### src/rtl/dac_sample_sched.sv
// Per-frame sample fetch for the I2S DAC driver: ch0 then ch1, one-cycle ack each, underrun substitution after TIMEOUT.
// Latency: matching transfer -> ack next cycle; s_ready only in FETCH states, dropped while a pop restart is pending.
module dac_sample_sched #(
  parameter int TIMEOUT   = 24,
  parameter bit HOLD_LAST = 1'b1,
  parameter int CNT_W     = 16
) (
  input  logic             clk,
  input  logic             rst,
  input  logic             pop_i,
  input  logic [23:0]      s_data_i,
  input  logic             s_lr_i,
  input  logic             s_valid_i,
  output logic             s_ready_o,
  output logic [23:0]      data_o,
  output logic             lrck_o,
  output logic             ack_o,
  input  logic             mute_i,
  input  logic             clr_stats_i,
  output logic             underrun_o,
  output logic [CNT_W-1:0] underrun_cnt_o,
  output logic [CNT_W-1:0] slip_cnt_o,
  output logic             late_o
);

  typedef enum logic [2:0] {IDLE, FETCH0, ACK0, FETCH1, ACK1} state_t;

  localparam logic [4:0] TMO_LAST = 5'(TIMEOUT - 1);

  state_t      state, state_nxt;
  logic [4:0]  tmo_cnt;
  logic [23:0] smp, hold0, hold1, data_q;
  logic        sub, lrck_q;
  logic        fetch, acking, ch, xfer, match, expire, slip;

  assign fetch  = (state == FETCH0) || (state == FETCH1);
  assign acking = (state == ACK0) || (state == ACK1);
  assign ch     = (state == FETCH1) || (state == ACK1);
  assign xfer   = s_valid_i && s_ready_o;
  assign match  = xfer && (s_lr_i == ch);
  assign slip   = xfer && (s_lr_i != ch);
  assign expire = fetch && !match && (tmo_cnt == TMO_LAST);

  always_ff @(posedge clk) begin
    if (rst) state <= IDLE;
    else     state <= state_nxt;
  end

  always_comb begin
    state_nxt = state;
    case (state)
      IDLE:    state_nxt = IDLE;
      FETCH0:  if (match || expire) state_nxt = ACK0;
      ACK0:    state_nxt = FETCH1;
      FETCH1:  if (match || expire) state_nxt = ACK1;
      ACK1:    state_nxt = IDLE;
      default: state_nxt = IDLE;
    endcase
    // A pop always (re)starts the frame; any ack in this cycle is still issued.
    if (pop_i) state_nxt = FETCH0;
  end

  always_comb begin
    s_ready_o  = fetch && !pop_i && !rst;
    ack_o      = acking && !rst;
    underrun_o = acking && sub && !rst;
    late_o     = pop_i && (state != IDLE) && !rst;
    lrck_o     = lrck_q;
    data_o     = data_q;
    if (rst) begin
      lrck_o = 1'b0;
      data_o = '0;
    end else if (acking) begin
      lrck_o = ch;
      data_o = mute_i ? '0 : smp;
    end
  end

  always_ff @(posedge clk) begin
    if (rst) begin
      tmo_cnt        <= '0;
      smp            <= '0;
      sub            <= 1'b0;
      hold0          <= '0;
      hold1          <= '0;
      data_q         <= '0;
      lrck_q         <= 1'b0;
      underrun_cnt_o <= '0;
      slip_cnt_o     <= '0;
    end else begin
      if (fetch && !pop_i && !match && !expire) tmo_cnt <= tmo_cnt + 5'd1;
      else                                      tmo_cnt <= '0;

      if (match) begin
        smp <= s_data_i;
        sub <= 1'b0;
      end else if (expire) begin
        smp <= HOLD_LAST ? (ch ? hold1 : hold0) : '0;
        sub <= 1'b1;
      end

      // Hold tracks real stream samples even when muted, so unmute-then-underrun repeats audio, not silence.
      if (ack_o) begin
        data_q <= data_o;
        lrck_q <= ch;
        if (!sub) begin
          if (ch) hold1 <= smp;
          else    hold0 <= smp;
        end
      end

      if (clr_stats_i) begin
        underrun_cnt_o <= '0;
        slip_cnt_o     <= '0;
      end else begin
        if (underrun_o && (underrun_cnt_o != {CNT_W{1'b1}}))
          underrun_cnt_o <= underrun_cnt_o + 1'b1;
        if (slip && (slip_cnt_o != {CNT_W{1'b1}}))
          slip_cnt_o <= slip_cnt_o + 1'b1;
      end
    end
  end

endmodule

### config.mk
export PLATFORM = sky130hd
export DESIGN_NAME = dac_sample_sched
export DESIGN_NICKNAME = d
export VERILOG_FILES = /design/src/rtl/dac_sample_sched.sv
export SDC_FILE = /design/constraint.sdc
export NUM_CORES = 1
export LEC_CHECK = 0
export ABC_AREA = 1
export CAP_MARGIN = 20
export CORE_AREA = 2 2 121 123
export CTS_CLUSTER_SIZE = 30
export DETAILED_ROUTE_END_ITERATION = 8
export DIE_AREA = 0 0 123 125
export PLACE_DENSITY = 0.73
export SETUP_SLACK_MARGIN = 0.05
export SYNTH_ARGS = -nofsm -noshare
export SYNTH_HDL_FRONTEND = slang
export SYNTH_SLANG_ARGS = --single-unit
export TNS_END_PERCENT = 5
### constraint.sdc
create_clock -name clk -period 1.9 [get_ports clk]
set_input_delay 0.19 -clock clk [delete_from_list [all_inputs] [get_ports clk]]
set_output_delay 0.19 -clock clk [all_outputs]
set_load 0.01 [all_outputs]
* Yosys cells after proc, flatten, opt, wreduce, memory -nomap -nowiden
Index checks and enable logic that the tools add are counted. W data, S select, Z words.
Word-level totals: register bits 138, output and inout bits 61, input port bits 31, word-level logic and storage cells 76
Cells by class: bitwise gates (word level) 3, add/sub/neg operators 3, equality and inequality tests 13, mux-type cells 12, reduce and logical (&&, ||, !) cells 34
Operators by type and width (count):
- $mux W24 | 6
- $add A16 B1 Y16 const B | 2
- $ne A16 B16 Y1 const B | 2
- $logic_and A1 B1 Y1 | 16
- $pmux W3 S3 | 1
- $reduce_or A2 Y1 | 4
- $eq A3 B2 Y1 const B | 2
- $mux W3 | 2
- $ne A3 B2 Y1 const B | 2
- $reduce_and A3 Y1 | 2
- $add A5 B1 Y5 const B | 1
- $eq A5 B5 Y1 const B | 1
- $logic_not A1 Y1 | 4
- $logic_or A1 B1 Y1 | 4
- $ne A2 B1 Y1 const B | 2
- $reduce_and A2 Y1 | 2
- $eq A3 B1 Y1 const B | 1
- $eq A3 B3 Y1 const B | 1
- $mux W1 | 3
- $not A1 Y1 | 3
- $reduce_bool A3 Y1 | 1
- $reduce_bool A2 Y1 | 1
- $eq A1 B1 Y1 | 1
- $ne A1 B1 Y1 | 1

* Depth between registers and ports, before layout
word-level depth 13, depth in mapped cells 10, gate-level depth less buffers 9

* Least setup slack after synthesis
OpenSTA, ideal clock, no wires.
kind register to output, from register state[1], to output port data_o[0], arrival time 1484 ps, slack 226 ps, path buffers 2, cell stages (with the launch flop) 8, required time 1710 ps, cell sequence dfxtp_1 > nor2_1 > nand2_1 > nand2_1 > nand2_2 > buf_2 > buf_2 > o31ai_1
On the way: longest elaborated chain between the ends 4, elaborated cells between the ends (all ways) 5, those cells by class eq/ne: 2; mux: 2; reduce/logical: 1
RTL lines:
- start, declared | line 30 | state_t state, state_nxt;
- start signal, assigned | line 46 | else state <= state_nxt;
- $eq A3 B2 Y1 or $eq A3 B3 Y1 (tied branches) | line 37 | assign acking = (state == ACK0) || (state == ACK1);
- $logic_or A1 B1 Y1 * | line 37
- $mux W24 * | line 73 | end else if (acking) begin
- $mux W24 * | line 70 | if (rst) begin
- end, declared | line 15 | output logic [23:0] data_o,
Every way passes the cells marked *; elsewhere a longest branch is shown, timed or not.

* Worst setup path after layout
from register state[0], to output port data_o[1]
The elaborated chain is that of the path after synthesis.

==> tab_implementation.tex <==
\begin{tabular}{lr}
\hline
Metric & Value \\
\hline
\multicolumn{2}{l}{\textbf{Pwr}} \\
\quad Pwr/cell area & roughly 700 nW/um\^{}2 \\
\quad LEAKAGE & 3.729 nW \\
\quad Internal power summed over all cells & between 4 and 5 mW \\
\quad Sequential share of power & 0.467 \\
\quad Combinational Power Share & 0.077 \\
\quad Max IR drop VDD & 0.6211 mV \\
\quad Fraction of power spent switching nets & 0.2384 \\
\quad Net switching component of the power & 1.503 mW \\
\quad Share of total power in the clock network & 0.456 \\
\multicolumn{2}{l}{\textbf{Synth}} \\
\quad Number of nets produced by synthesis & 1043 \\
\quad Synthesis Warnings & 0 \\
\quad Number of cells produced by synthesis & about 1000 \\
\quad Sequential-to-total area share from yosys stat & 0.3978 \\
\quad Most frequently used flop master after synthesis & sky130\_fd\_sc\_hd\_\_dfxtp\_1 \\
\quad Netlist area before placement & around 6900 um\^{}2 \\
\quad EDFF count, synth & 0 \\
\quad Number of register bits inferred by synthesis & about 140 \\
\quad Post-Synthesis Mean Instance Area & about 7 um\^{}2 \\
\quad Cell variety after synth & 32 \\
\quad Asr flop ratio synth & 0 \\
\multicolumn{2}{l}{\textbf{Clock tree}} \\
\quad Deepest level of the CTS H-tree & 4 \\
\quad Insertion delay of the later-clocked pin in the worst-skew pair & 0.42 ns \\
\quad Root Buffer Master & sky130\_fd\_sc\_hd\_\_clkbuf\_16 \\
\quad Count of hold buffers inserted by post-cts repair & 0 \\
\quad Clock input transition at the sequential cells of the worst setup and hold paths & approximately 0.06 ns \\
\quad Clock buffers created by TritonCTS & 17 \\
\quad Clock tree sinks & between 100 and 150 \\
\quad CTS tree & done \\
\quad Maximum buffer depth of the clock tree & 2 \\
\multicolumn{2}{l}{\textbf{STA}} \\
\quad Slew Viols, Final & 0 \\
\quad Slew of the pin with the lowest slew margin & between 1 and 1.5 ns \\
\quad Worst setup slack after layout & -0.05948 ns \\
\quad Headroom to the max-slew limit & 0.3090 \\
\quad Setup Viol. Count Final & 14 \\
\quad Final worst path period share & 1.031 \\
\quad Total Neg Setup Slack & -0.2878 ns \\
\quad Final setup skew & a little under 0.006 ns \\
\quad Achievable frequency & 510.3 MHz \\
\quad Total count of hold-check failures in the final report & 0 \\
\quad Setup repair after global routing missed its margin & true \\
\quad Time the worst path needs with I/O delays and setup & 1.959 ns \\
\quad Hold slack final & about 0.44 ns \\
\multicolumn{2}{l}{\textbf{Route}} \\
\quad Routed via count & 7141 \\
\quad Drt drc & 0 \\
\quad Post-detailed-route wirelength per cell & roughly 15 um \\
\quad Initial detailed-routing violation count & roughly 540 \\
\quad Average via count per standard cell & between 5 and 6 \\
\quad Number of routed nets with antenna violations & 0 \\
\quad Overall routed net length & 20100 um \\
\quad 1st-pass router iterations & 5 \\
\multicolumn{2}{l}{\textbf{Global routing}} \\
\quad Remaining global-route overflow & 0 \\
\quad Wire length of the first global-routing pass & slightly above 30000 um \\
\quad Pin count of the biggest net entering global routing & 41 \\
\quad Initial antenna violation count & 0 \\
\quad Gr usage total & 0.2485 \\
\quad Number of global-route vias before repair & 6460 \\
\multicolumn{2}{l}{\textbf{Place}} \\
\quad Pre-CTS setup slack & -0.1907 ns \\
\quad IO Port Bufs & 91 \\
\quad Placed Cells & approximately 1300 \\
\quad Half-perimeter wire length after detailed placement & approximately 13000 um \\
\quad Placer congestion estimate & $\sim$0.87 \\
\multicolumn{2}{l}{\textbf{Setup path}} \\
\quad Arrival time reported for the critical path endpoint & about 1.8 ns \\
\quad Crit end category & output pin \\
\quad Category of cells accounting for the largest share of critical-path delay & buffers and inverters \\
\quad Critical Path, Cell by Cell & inv\_2 > nand3\_2 > nand2\_4 > nand2\_8 > clkbuf\_16 > o31ai\_2 > buf\_2 \\
\quad Count of buffer and inverter cells on the critical path & 3 \\
\quad Required time at the endpoint of the critical path & between 1.5 and 2 ns \\
\quad Kind of critical path & reg -> out \\
\quad CP max-delay cell & sky130\_fd\_sc\_hd\_\_dfxtp\_4 \\
\quad Max incr delay on CP & $\sim$0.36 ns \\
\quad Startpoint class of the critical path & flip-flop \\
\quad Maximum fanout encountered on the critical timing path & 7 \\
\multicolumn{2}{l}{\textbf{Final layout}} \\
\quad Area growth from synthesis to final layout & 32.90\% \\
\quad Most common library cell in the layout ignoring fill and taps & sky130\_fd\_sc\_hd\_\_nand2\_1 \\
\quad Layout Nets & $\sim$1200 \\
\quad Commonest cells after routing, fill and taps aside & sky130\_fd\_sc\_hd\_\_nand2\_1 (236), sky130\_fd\_sc\_hd\_\_dfxtp\_1 (134), sky130\_fd\_sc\_hd\_\_nand3\_1 (119) \\
\quad Core occupancy in the finished layout & 0.6498 \\
\quad Number of cells in the finished layout apart from fillers & 1343 \\
\quad Share of post-route cells with drive strength above 1 & 0.1726 \\
\quad Total inserted antenna cells & 0 \\
\multicolumn{2}{l}{\textbf{Status}} \\
\quad Status & finished, violations left \\
\quad Violations in the final reports & setup timing \\
\multicolumn{2}{l}{\textbf{Run}} \\
\quad Maximum capacitance violations & 0 \\
\multicolumn{2}{l}{\textbf{Floorplan}} \\
\quad Die Span X & roughly 120 um \\
\quad Row count & 44 \\
\quad Die extent in y & between 100 and 150 um \\
\quad I/O Pins & approximately 90 \\
\quad Area of the die & between 15000 and 20000 um\^{}2 \\
\quad Effective utilization at floorplan & 0.4889 \\
\quad Core region area & $\sim$14000 um\^{}2 \\
\multicolumn{2}{l}{\textbf{Min path}} \\
\quad Hold Crit Class & reg -> reg \\
\hline
\end{tabular}
[logic make-up (layout without fill, tap and decap cells)]
kind of cell / count (synthesis) / count (layout) / share of synthesized area
compound gates: 136 / 136 / 0.1177
xor+xnor: 18 / 18 / 0.02270
fa+ha+maj: 3 / 3 / 0.005406
buf+inv: 174 / 324 / 0.1047
flops: 138 / 138 / 0.3978
simple gates: 540 / 540 / 0.3517
[final cells by class]
cell class / instances / area, um^2
Sequential cell: 138 / 2770
Tap cell: 184 / 230.2
Timing Repair Buffer: 182 / 1628
Clock buffer: 22 / 454.2
Multi-Input combinational cell: 697 / 3675
Fill cell: 1266 / 4975
Clock inverter: 8 / 48.80
Inverter: 112 / 422.9
[power groups by stage]
stage | clock, mW | combinational [mW] | sequential (mW)
6_report | 2.87 | 0.485 | 2.94
5_1_grt | 3.05 | 0.532 | 2.95
4_1_cts | 2.91 | 0.433 | 2.94
3_5_place_dp | 0 | 0.432 | 3.00
3_3_place_gp | 0 | 0.426 | 3.00
2_1_floorplan | 0 | 0.241 | 3.00
[path summary, 6_finish.rpt]
kind                         start                    end  slack [ns]  depth (start not counted)
max          state[0]$_SDFFE_PP0P_              data_o[1]       -0.06                          7
min          tmo_cnt[0]$_SDFF_PP0_  tmo_cnt[0]$_SDFF_PP0_        0.44                          1
max reg2reg  state[1]$_SDFFE_PP0P_  tmo_cnt[1]$_SDFF_PP0_        0.11                         10
min reg2reg  tmo_cnt[0]$_SDFF_PP0_  tmo_cnt[0]$_SDFF_PP0_        0.44                          1
[synth_stat cells, drive strengths merged (3+ instances only)]
cell type / n / area, um^2
xor2: 8 / 70.07
o21ai: 31 / 166.4
nand4: 35 / 219.0
nor2: 107 / 409.1
buf: 32 / 193.9
nor3: 3 / 31.28
xnor2: 10 / 87.58
nand3: 126 / 653.1
a21oi: 55 / 275.3
nand2: 244 / 943.4
inv: 112 / 420.4
clkbuf: 30 / 112.6
nand3b: 24 / 180.2
dfxtp: 138 / 2763
o31ai: 48 / 360.4
ha: 3 / 37.54
[worst reg2reg max path, cell delays in order (launching register included)]
cell	delay, ns
sky130_fd_sc_hd__dfxtp_2	0.34
sky130_fd_sc_hd__buf_4	0.16
sky130_fd_sc_hd__o21ai_4	0.19
sky130_fd_sc_hd__nand2_4	0.20
sky130_fd_sc_hd__nand2_8	0.17
sky130_fd_sc_hd__nand3_2	0.12
sky130_fd_sc_hd__buf_4	0.16
sky130_fd_sc_hd__nand2_1	0.06
sky130_fd_sc_hd__inv_2	0.04
sky130_fd_sc_hd__nand3_1	0.16
sky130_fd_sc_hd__nor2_1	0.06
[sequential cells by signal (all words and copies together), names as in the netlist]
| name | cells |
|---|---|
| hold0 | 24 |
| state | 3 |
| lrck_q | 1 |
| hold1 | 24 |
| underrun_cnt_o | 16 |
| tmo_cnt | 5 |
| smp | 24 |
| data_q | 24 |
| sub | 1 |
| slip_cnt_o | 16 |
[metal layers]
| layer | GRT usage | share of wire | up-vias |
|---|---|---|---|
| li1 | - | - | 3582 |
| met2 | 0.4105 | 0.49 | 240 |
| met1 | 0.3170 | 0.43 | 3300 |
| met4 | 0.07420 | 0.011 | 0 |
| met5 | 0 | 0 | - |
| met3 | 0.06524 | 0.073 | 19 |
[metrics by stage]
| stage | total power, mW | instance area, um^2 |
|---|---|---|
| after floorplan | 3.246 | 6944 |
| after global placement | 3.430 | 8476 |
| after detailed placement | 3.436 | 8476 |
| after CTS | 6.289 | 8864 |
| after global routing | 6.525 | 9229 |
| final | 6.304 | 9229 |
[repair_timing]
action	4_1_cts	5_1_grt
setup endpoints to repair	29	113
resized for setup	103	56
pin swaps	3	5
hold endpoints to repair	0	0
cloned	0	7
setup buffers	0	3
(Power assumes the default switching activity.)
